## src/rtl/hilo_div_if.sv

```systemverilog
// EX-stage <-> divider handshake and HI/LO write bus.
// div_bus = {hi_we, lo_we, hi_in, lo_in}; the EX side is master.
interface hilo_div_if #(
    parameter int WIDTH = 32
);
    logic                 start;
    logic                 signed_op;
    logic [WIDTH-1:0]     opdata1;
    logic [WIDTH-1:0]     opdata2;
    logic                 annul;
    logic                 stallreq;
    logic                 ready;
    logic [2*WIDTH+1:0]   div_bus;

    modport master (
        output start, signed_op, opdata1, opdata2, annul,
        input  stallreq, ready, div_bus
    );

    modport slave (
        input  start, signed_op, opdata1, opdata2, annul,
        output stallreq, ready, div_bus
    );
endinterface

```

## src/rtl/hilo_div.sv

```systemverilog
// Iterative radix-2 restoring divider for DIV/DIVU; quotient -> LO, remainder -> HI.
// Optional HILO_DIV_ZERO_FAST_EN: a zero divisor skips the iterations (IDLE -> DONE).
module hilo_div #(
    parameter int WIDTH = 32,
    parameter int CNT_W = 6
) (
    input  logic         clk,
    input  logic         rst,
    hilo_div_if.slave    bus
);

    typedef enum logic [1:0] {
        IDLE = 2'd0,
        BUSY = 2'd1,
        DONE = 2'd2
    } state_t;

    state_t             r_state;
    state_t             w_next;
    logic [CNT_W-1:0]   r_cnt;
    logic [WIDTH-1:0]   r_dvd;
    logic [WIDTH-1:0]   r_dvs;
    logic [WIDTH-1:0]   r_rem;
    logic               r_neg_q;
    logic               r_neg_r;

    logic               w_accept;
    logic               w_zero;
    logic               w_last;
    logic [WIDTH-1:0]   w_a_mag;
    logic [WIDTH-1:0]   w_b_mag;
    logic [WIDTH:0]     w_shift;
    logic [WIDTH:0]     w_diff;
    logic               w_qbit;
    logic [WIDTH-1:0]   w_rem_nx;
    logic [WIDTH-1:0]   w_quo_out;
    logic [WIDTH-1:0]   w_rem_out;

    assign w_accept = (r_state == IDLE) && bus.start && !bus.annul;
    assign w_last   = (r_cnt == CNT_W'(WIDTH - 1));

`ifdef HILO_DIV_ZERO_FAST_EN
    assign w_zero = (bus.opdata2 == '0);
`else
    assign w_zero = 1'b0;
`endif

    // 0x80000000 negates to itself, which is its correct unsigned magnitude.
    assign w_a_mag = (bus.signed_op && bus.opdata1[WIDTH-1]) ? -bus.opdata1 : bus.opdata1;
    assign w_b_mag = (bus.signed_op && bus.opdata2[WIDTH-1]) ? -bus.opdata2 : bus.opdata2;

    // Non-negative when the shifted value carries bit WIDTH (it then exceeds any
    // divisor) or the 33-bit difference shows no borrow.
    assign w_shift  = {r_rem, r_dvd[WIDTH-1]};
    assign w_diff   = w_shift - {1'b0, r_dvs};
    assign w_qbit   = w_shift[WIDTH] || !w_diff[WIDTH];
    assign w_rem_nx = w_qbit ? w_diff[WIDTH-1:0] : w_shift[WIDTH-1:0];

    assign w_quo_out = r_neg_q ? -r_dvd : r_dvd;
    assign w_rem_out = r_neg_r ? -r_rem : r_rem;

    always_ff @(posedge clk or negedge rst) begin
        if (!rst) begin
            r_state <= IDLE;
        end else begin
            r_state <= w_next;
        end
    end

    always_comb begin
        w_next       = r_state;
        bus.stallreq = 1'b0;
        bus.ready    = 1'b0;
        bus.div_bus  = '0;
        case (r_state)
            IDLE: begin
                if (w_accept) begin
                    bus.stallreq = 1'b1;
                    w_next       = w_zero ? DONE : BUSY;
                end
            end
            BUSY: begin
                if (bus.annul) begin
                    w_next = IDLE;
                end else begin
                    bus.stallreq = 1'b1;
                    if (w_last) begin
                        w_next = DONE;
                    end
                end
            end
            DONE: begin
                w_next = IDLE;
                if (!bus.annul) begin
                    bus.ready   = 1'b1;
                    bus.div_bus = {2'b11, w_rem_out, w_quo_out};
                end
            end
            default: begin
                w_next = IDLE;
            end
        endcase
    end

    // r_dvd holds the dividend magnitude and fills with quotient bits from the LSB.
    always_ff @(posedge clk or negedge rst) begin
        if (!rst) begin
            r_cnt   <= '0;
            r_dvd   <= '0;
            r_dvs   <= '0;
            r_rem   <= '0;
            r_neg_q <= 1'b0;
            r_neg_r <= 1'b0;
        end else begin
            case (r_state)
                IDLE: begin
                    if (w_accept) begin
                        r_cnt   <= '0;
                        r_dvs   <= w_b_mag;
                        r_neg_q <= bus.signed_op && (bus.opdata1[WIDTH-1] ^ bus.opdata2[WIDTH-1]);
                        r_neg_r <= bus.signed_op && bus.opdata1[WIDTH-1];
                        if (w_zero) begin
                            r_dvd <= '1;
                            r_rem <= w_a_mag;
                        end else begin
                            r_dvd <= w_a_mag;
                            r_rem <= '0;
                        end
                    end
                end
                BUSY: begin
                    r_cnt <= r_cnt + 1'b1;
                    r_rem <= w_rem_nx;
                    r_dvd <= {r_dvd[WIDTH-2:0], w_qbit};
                end
                default: begin
                end
            endcase
        end
    end

endmodule

```

## src/flat_wrapper.sv

```systemverilog
// flat-port wrapper written by rule: the top's interface ports become plain ports
module hilo_div_flat 
#(
    parameter int WIDTH = 32,
    parameter int CNT_W = 6
)
  (clk, rst, bus_start, bus_signed_op, bus_opdata1, bus_opdata2, bus_annul, bus_stallreq, bus_ready, bus_div_bus);
  hilo_div_if #(.WIDTH(WIDTH)) bus_i ();
  input  logic clk;
  input  logic rst;
  input wire logic [$bits(bus_i.start)-1:0] bus_start;
  input wire logic [$bits(bus_i.signed_op)-1:0] bus_signed_op;
  input wire logic [$bits(bus_i.opdata1)-1:0] bus_opdata1;
  input wire logic [$bits(bus_i.opdata2)-1:0] bus_opdata2;
  input wire logic [$bits(bus_i.annul)-1:0] bus_annul;
  output wire logic [$bits(bus_i.stallreq)-1:0] bus_stallreq;
  output wire logic [$bits(bus_i.ready)-1:0] bus_ready;
  output wire logic [$bits(bus_i.div_bus)-1:0] bus_div_bus;
  assign bus_i.start = bus_start;
  assign bus_i.signed_op = bus_signed_op;
  assign bus_i.opdata1 = bus_opdata1;
  assign bus_i.opdata2 = bus_opdata2;
  assign bus_i.annul = bus_annul;
  assign bus_stallreq = bus_i.stallreq;
  assign bus_ready = bus_i.ready;
  assign bus_div_bus = bus_i.div_bus;
  hilo_div #(.WIDTH(WIDTH), .CNT_W(CNT_W)) u_core (.clk(clk), .rst(rst), .bus(bus_i));
endmodule
```

## config.mk

```make
export PLATFORM = sky130hd
export DESIGN_NAME = hilo_div_flat
export DESIGN_NICKNAME = d
export VERILOG_FILES = /design/src/rtl/hilo_div_if.sv /design/src/rtl/hilo_div.sv /design/src/flat_wrapper.sv
export SDC_FILE = /design/constraint.sdc
export NUM_CORES = 1
export LEC_CHECK = 0
export ABC_CLOCK_PERIOD_IN_PS = 7300
export BUFFER_PORTS_ARGS = -buffer_cell sky130_fd_sc_hd__buf_2
export CELL_PAD_IN_SITES_DETAIL_PLACEMENT = 1
export CELL_PAD_IN_SITES_GLOBAL_PLACEMENT = 2
export CORE_MARGIN = 3
export CORE_UTILIZATION = 37
export CTS_CLUSTER_SIZE = 25
export DETAILED_ROUTE_END_ITERATION = 16
export GPL_TIMING_DRIVEN = 0
export PLACE_DENSITY_LB_ADDON = 0.1
export SLEW_MARGIN = 5
export SYNTH_ARGS = -nofsm -noshare
export SYNTH_HDL_FRONTEND = slang
export SYNTH_SLANG_ARGS = --single-unit
```

## constraint.sdc

```tcl
create_clock -name clk -period 7.3 [get_ports clk]
set_input_delay 0.73 -clock clk [delete_from_list [all_inputs] [get_ports clk]]
set_output_delay 0.73 -clock clk [all_outputs]
set_load 0.01 [all_outputs]
```

# After elaboration in Yosys (flattened, before gate mapping)

Cells that the tools add are included.

Register bits after elaboration: 106
Bits of input ports: 69
Output and inout port bits: 68
Logic and storage cells: 53

Add/subtract/negate cells: 6
Equality and inequality tests: 5
Multiplexer cells: 21
Bitwise logic cells: 1
Reduce and logical (&&, ||, !) cells: 13

Operator list:

| kind                                                   | number |
|---|---|
| two-way mux 32 bit                                     | 7 |
| two-way mux 66 bit                                     | 2 |
| negator 32 bit                                         | 4 |
| case mux 32 bit (2 select lines)                       | 2 |
| subtractor 33 x 32 -> 33 bit                           | 1 |
| case mux 6 bit (2 select lines)                        | 1 |
| adder 6 x 1 -> 6 bit (second input constant)           | 1 |
| == test 6 x 5 -> 1 bit (second input constant)         | 1 |
| two-way mux 2 bit                                      | 3 |
| two-way mux 6 bit                                      | 1 |
| AND reduction 2 bit                                    | 3 |
| logical AND 1 bit                                      | 5 |
| case mux 2 bit (2 select lines)                        | 1 |
| two-way mux 1 bit                                      | 3 |
| inequality test 3 x 2 -> 1 bit (second input constant) | 1 |
| == test 2 x 1 -> 1 bit (second input constant)         | 1 |
| == test 2 bit (second input constant)                  | 1 |
| zero test 1 bit                                        | 2 |
| zero test 2 bit                                        | 1 |
| inequality test 2 x 1 -> 1 bit (second input constant) | 1 |
| case mux 1 bit (2 select lines)                        | 1 |
| nonzero test 2 bit                                     | 1 |
| logical OR 1 bit                                       | 1 |
| XOR 1 bit                                              | 1 |

# Depth between registers and ports, before layout

Word-level depth: 5
Gate-level depth with buffers: 13
Gate-level depth less buffers: 12

# Least setup slack after synthesis

Ideal clock, no wire load.

Path kind: register -> output
Start: reg u_core.r_rem[7]
End: out bus_div_bus[59]
Arrival time: 3.071 ns
Required time: 6.570 ns
Slack: 3.499 ns
Stages on the path, launching flop included: 11
Buffers on the path: 1
Path through: dfrtp_1 -> buf_4 -> nor4_2 -> nand3_2 -> or4_4 -> or3_1 -> or4_4 -> or4_4 -> o41ai_2 -> xor2_1 -> nor2_1

Word-level cells in the longest chain between the ends: 4

Ends and longest elaborated chain:

| element                | RTL line           | source |
|---|---|---|
| from (decl)            | hilo_div.sv:23     | `logic [WIDTH-1:0] r_rem;` |
| from (signal assigned) | hilo_div.sv:124    | `r_rem <= w_a_mag;` |
| from (signal assigned) | hilo_div.sv:133    | `r_rem <= w_rem_nx;` |
| negator 32 bit         | hilo_div.sv:60     | `assign w_rem_out = r_neg_r ? -r_rem : r_rem;` |
| two-way mux 32 bit     | hilo_div.sv:60     |  |
| two-way mux 66 bit     | hilo_div.sv:94     | `if (!bus.annul) begin` |
| two-way mux 66 bit     | hilo_div.sv:75     | `case (r_state)` |
| to (decl)              | flat_wrapper.sv:18 | `output wire logic [$bits(bus_i.div_bus)-1:0] bus_div_bus;` |

No other way between the ends.

# Worst setup path in the final report

Start: reg u_core.r_rem[0]
End: out bus_div_bus[58]

Same word-level chain as after synthesis.

==> impl_metrics.tcl <==
set metrics [dict create \
    syn_nets 1243 \
    placed_area_um2 10100 \
    async_reset_ff_share_pct 100 \
    placed_cells 1592 \
    critPathMaxFanout 5 \
    routed_wl_um 30000 \
    die_x_um 162 \
    cts_max_level 3 \
    root_buffer "clkbuf_16" \
    first_pass_iters 4 \
    ys_seq_area_share_pct 29.6 \
    tightest_slew_ps 966 \
    synth_fa_ha_area_share_pct 5.39 \
    synth_top_family_by_area "compound AO/OA/AOI/OAI gates" \
    drc_errors 0 \
    cts_resized 0 \
    syn2layout_area_growth_pct 16.0 \
    maxSlewViolCount 0 \
    yosys_warnings 0 \
    worst_ep_required_time_ps 6570 \
    hold_buffers 0 \
    wire_per_inst_um 18.6 \
    netlist.top_cell.by_area "dfrtp_1" \
    yosys.area.top_type_share_pct 29.6 \
    dp.final_hpwl_um 24100 \
    globalRouteOverflowTotal 0 \
    cts_buffers 9 \
    grt_usage_pct 23.2 \
    ys_ff_latch 106 \
    skew_ps 9.77 \
    r2r-end "u_core.r_rem[31]" \
    end_kind "output pin" \
    r2r-start "u_core.r_rem[0]" \
    start_util_pct 38.0 \
    synth_ff_type "dfrtp_1" \
    port_buffers 136 \
    final_cells 1608 \
    postCtsSetupRepairBufs 0 \
    power_mw 3.66 \
    rsz0062_at_grt "false" \
    cts_buffer_depth 2 \
    grt_max_degree 59 \
    die_area_um2 26100 \
    p_per_area_nw_per_um2 352 \
    min_period_ps 4620 \
    reg2reg_setup_slack_ps 2990 \
    antenna_cells 0 \
    synth_compound_area_share_pct 22.1 \
    worst_slack_ps 2680 \
    synth-xor-area-share_pct 14.2 \
    netlist-cell-type-count 69 \
    synth-simple-area-share_pct 21.0 \
    pre_cts_slack_ps 3040 \
    min_path_type "input port to asynchronous set/reset pin" \
    start_kind "flop" \
    antenna_found_initial 0 \
    ir_drop_v 0.000131 \
    final_core_util_pct 44.0 \
    rows 56 \
    drtIter0Drc 532 \
    relSlewSlack_pct 35.3 \
    place.gp.congestion 0.837 \
    drive_gt1_share_pct 14.2 \
    hold_ws_ps 311 \
    core_um2 23600 \
    synthTopCellsByArea "dfrtp_1 (30%), xor2_1 (8.6%), o21ai_0 (7.5%)" \
    pin_count 137 \
    clock-sinks 106 \
    finalSetupTns_ps 0 \
    insertion_delay_ps 360 \
    cts_tree "done" \
    syn_avg_cell_area_um2 7.89 \
    route.vias.total 8786 \
    synth_cells 1136 \
    p_leak_nw 4.63 \
    hold_violations 0 \
    criticalPathCategory "flop to output pin" \
    clock.fmax_ghz 0.216 \
    die_h_um 162 \
    grt_pass1_wl_um 48700 \
    synthMuxAreaShare_pct 2.68 \
    drv_cap 0 \
    fin_crit_sh_pct 63.3 \
    antenna_left 0 \
    vias_per_cell 5.46 \
    status "finished, final reports clean" \
    final_cell_area_um2 10400 \
    synth-edff-count 0 \
    syn_area_um2 8960 \
    final_nets 1391 \
    grt_pass1_vias 8935 \
    setup_viol 0 \
    r2r_cells 12 \
    worst-endpoint-arrival_ps 3890 \
    clk_pin_slew_ps 80 \
]
[synthesized netlist by cell type (all sizes together) (9+ instances only)]
cell type  number
a22oi          32
dfrtp         106
or4            13
a21oi          51
or3            20
nand2b         11
nor2          112
inv            51
nor3           20
ha             37
o41ai           9
o21ai         143
nand2         112
mux2i          24
nand3          40
a31oi          12
and3           10
xnor2          57
o31ai          30
nor4           16
clkbuf         53
xor2           88
[worst max-delay path by stage]
| stage | from | to | slack [ps] | cells after the start |
|---|---|---|---|---|
| after floorplan | u_core.r_rem[7] | bus_div_bus[59] | 3500 | 10 |
| after global placement | u_core.r_rem[0] | u_core.r_rem[31] | 3090 | 12 |
| final | u_core.r_rem[0] | bus_div_bus[58] | 2680 | 11 |
| after global routing | u_core.r_rem[0] | bus_div_bus[58] | 2540 | 11 |
| after detailed placement | u_core.r_rem[0] | u_core.r_rem[31] | 3040 | 12 |
| after CTS | u_core.r_rem[0] | bus_div_bus[58] | 2670 | 11 |
[where the power goes]
| group | total (mW) | internal, mW | leakage, nW | switching [mW] |
|---|---|---|---|---|
| logic | 2.04 | 0.858 | 3.14 | 1.18 |
| clock network | 0.547 | 0.304 | 0.157 | 0.242 |
| registers | 1.08 | 0.768 | 1.34 | 0.311 |
[area by class of cell]
cell class | instances | area (um^2)
fill | 2974 | 13200
clock buffer | 9 | 225
inverter | 51 | 191
tap | 319 | 399
timing repair buffer | 137 | 714
sequential | 106 | 2650
multi-input combinational | 919 | 5860
buffer | 60 | 259
clock inverter | 7 | 98.8
[metal layers]
| layer | wire length, um | track usage [%] |
|---|---|---|
| met5 | 0 | 0 |
| met4 | 295 | 4.73 |
| met3 | 1150 | 1.97 |
| met2 | 12800 | 35.3 |
| met1 | 15800 | 35.9 |
[worst max-delay path, cell delays in order (launching register included)]
cell and delay [ps]:
dfrtp_1 470, inv_1 230, ha_1 280, nand4b_1 170, or4_1 490, or3_1 380
or4_1 450, or4_4 470, o31ai_2 210, xor2_1 180, nor2_1 60, buf_2 130
[layout by cell type (no fill, tap or decap), types with 20 or more instances in the layout]
cell type,count
buf_2,136
o21ai_0,135
nor2_1,112
nand2_1,112
dfrtp_1,106
xor2_1,88
xnor2_1,57
inv_1,51
clkbuf_1,51
a21oi_1,51
nand3_1,39
ha_1,37
a22oi_1,32
o31ai_1,27
mux2i_1,24
nor3_1,20
or3_1,20
[registers in the layout (all words and copies together), names as in the netlist]
name	cells
u_core.r_rem	32
u_core.r_neg_r	1
u_core.r_dvs	32
u_core.r_cnt	6
u_core.r_state	2
u_core.r_neg_q	1
u_core.r_dvd	32
[kinds of logic after synthesis]
logic type                 Yosys count
muxes                               24
and+or+nand+nor                    390
DFF                                106
AOI/OAI and AO/OA                  322
xor gates and xnor gates           145
adders and majority gates           38
buffers and inverters              111
Power figures use the tool's default switching activity.
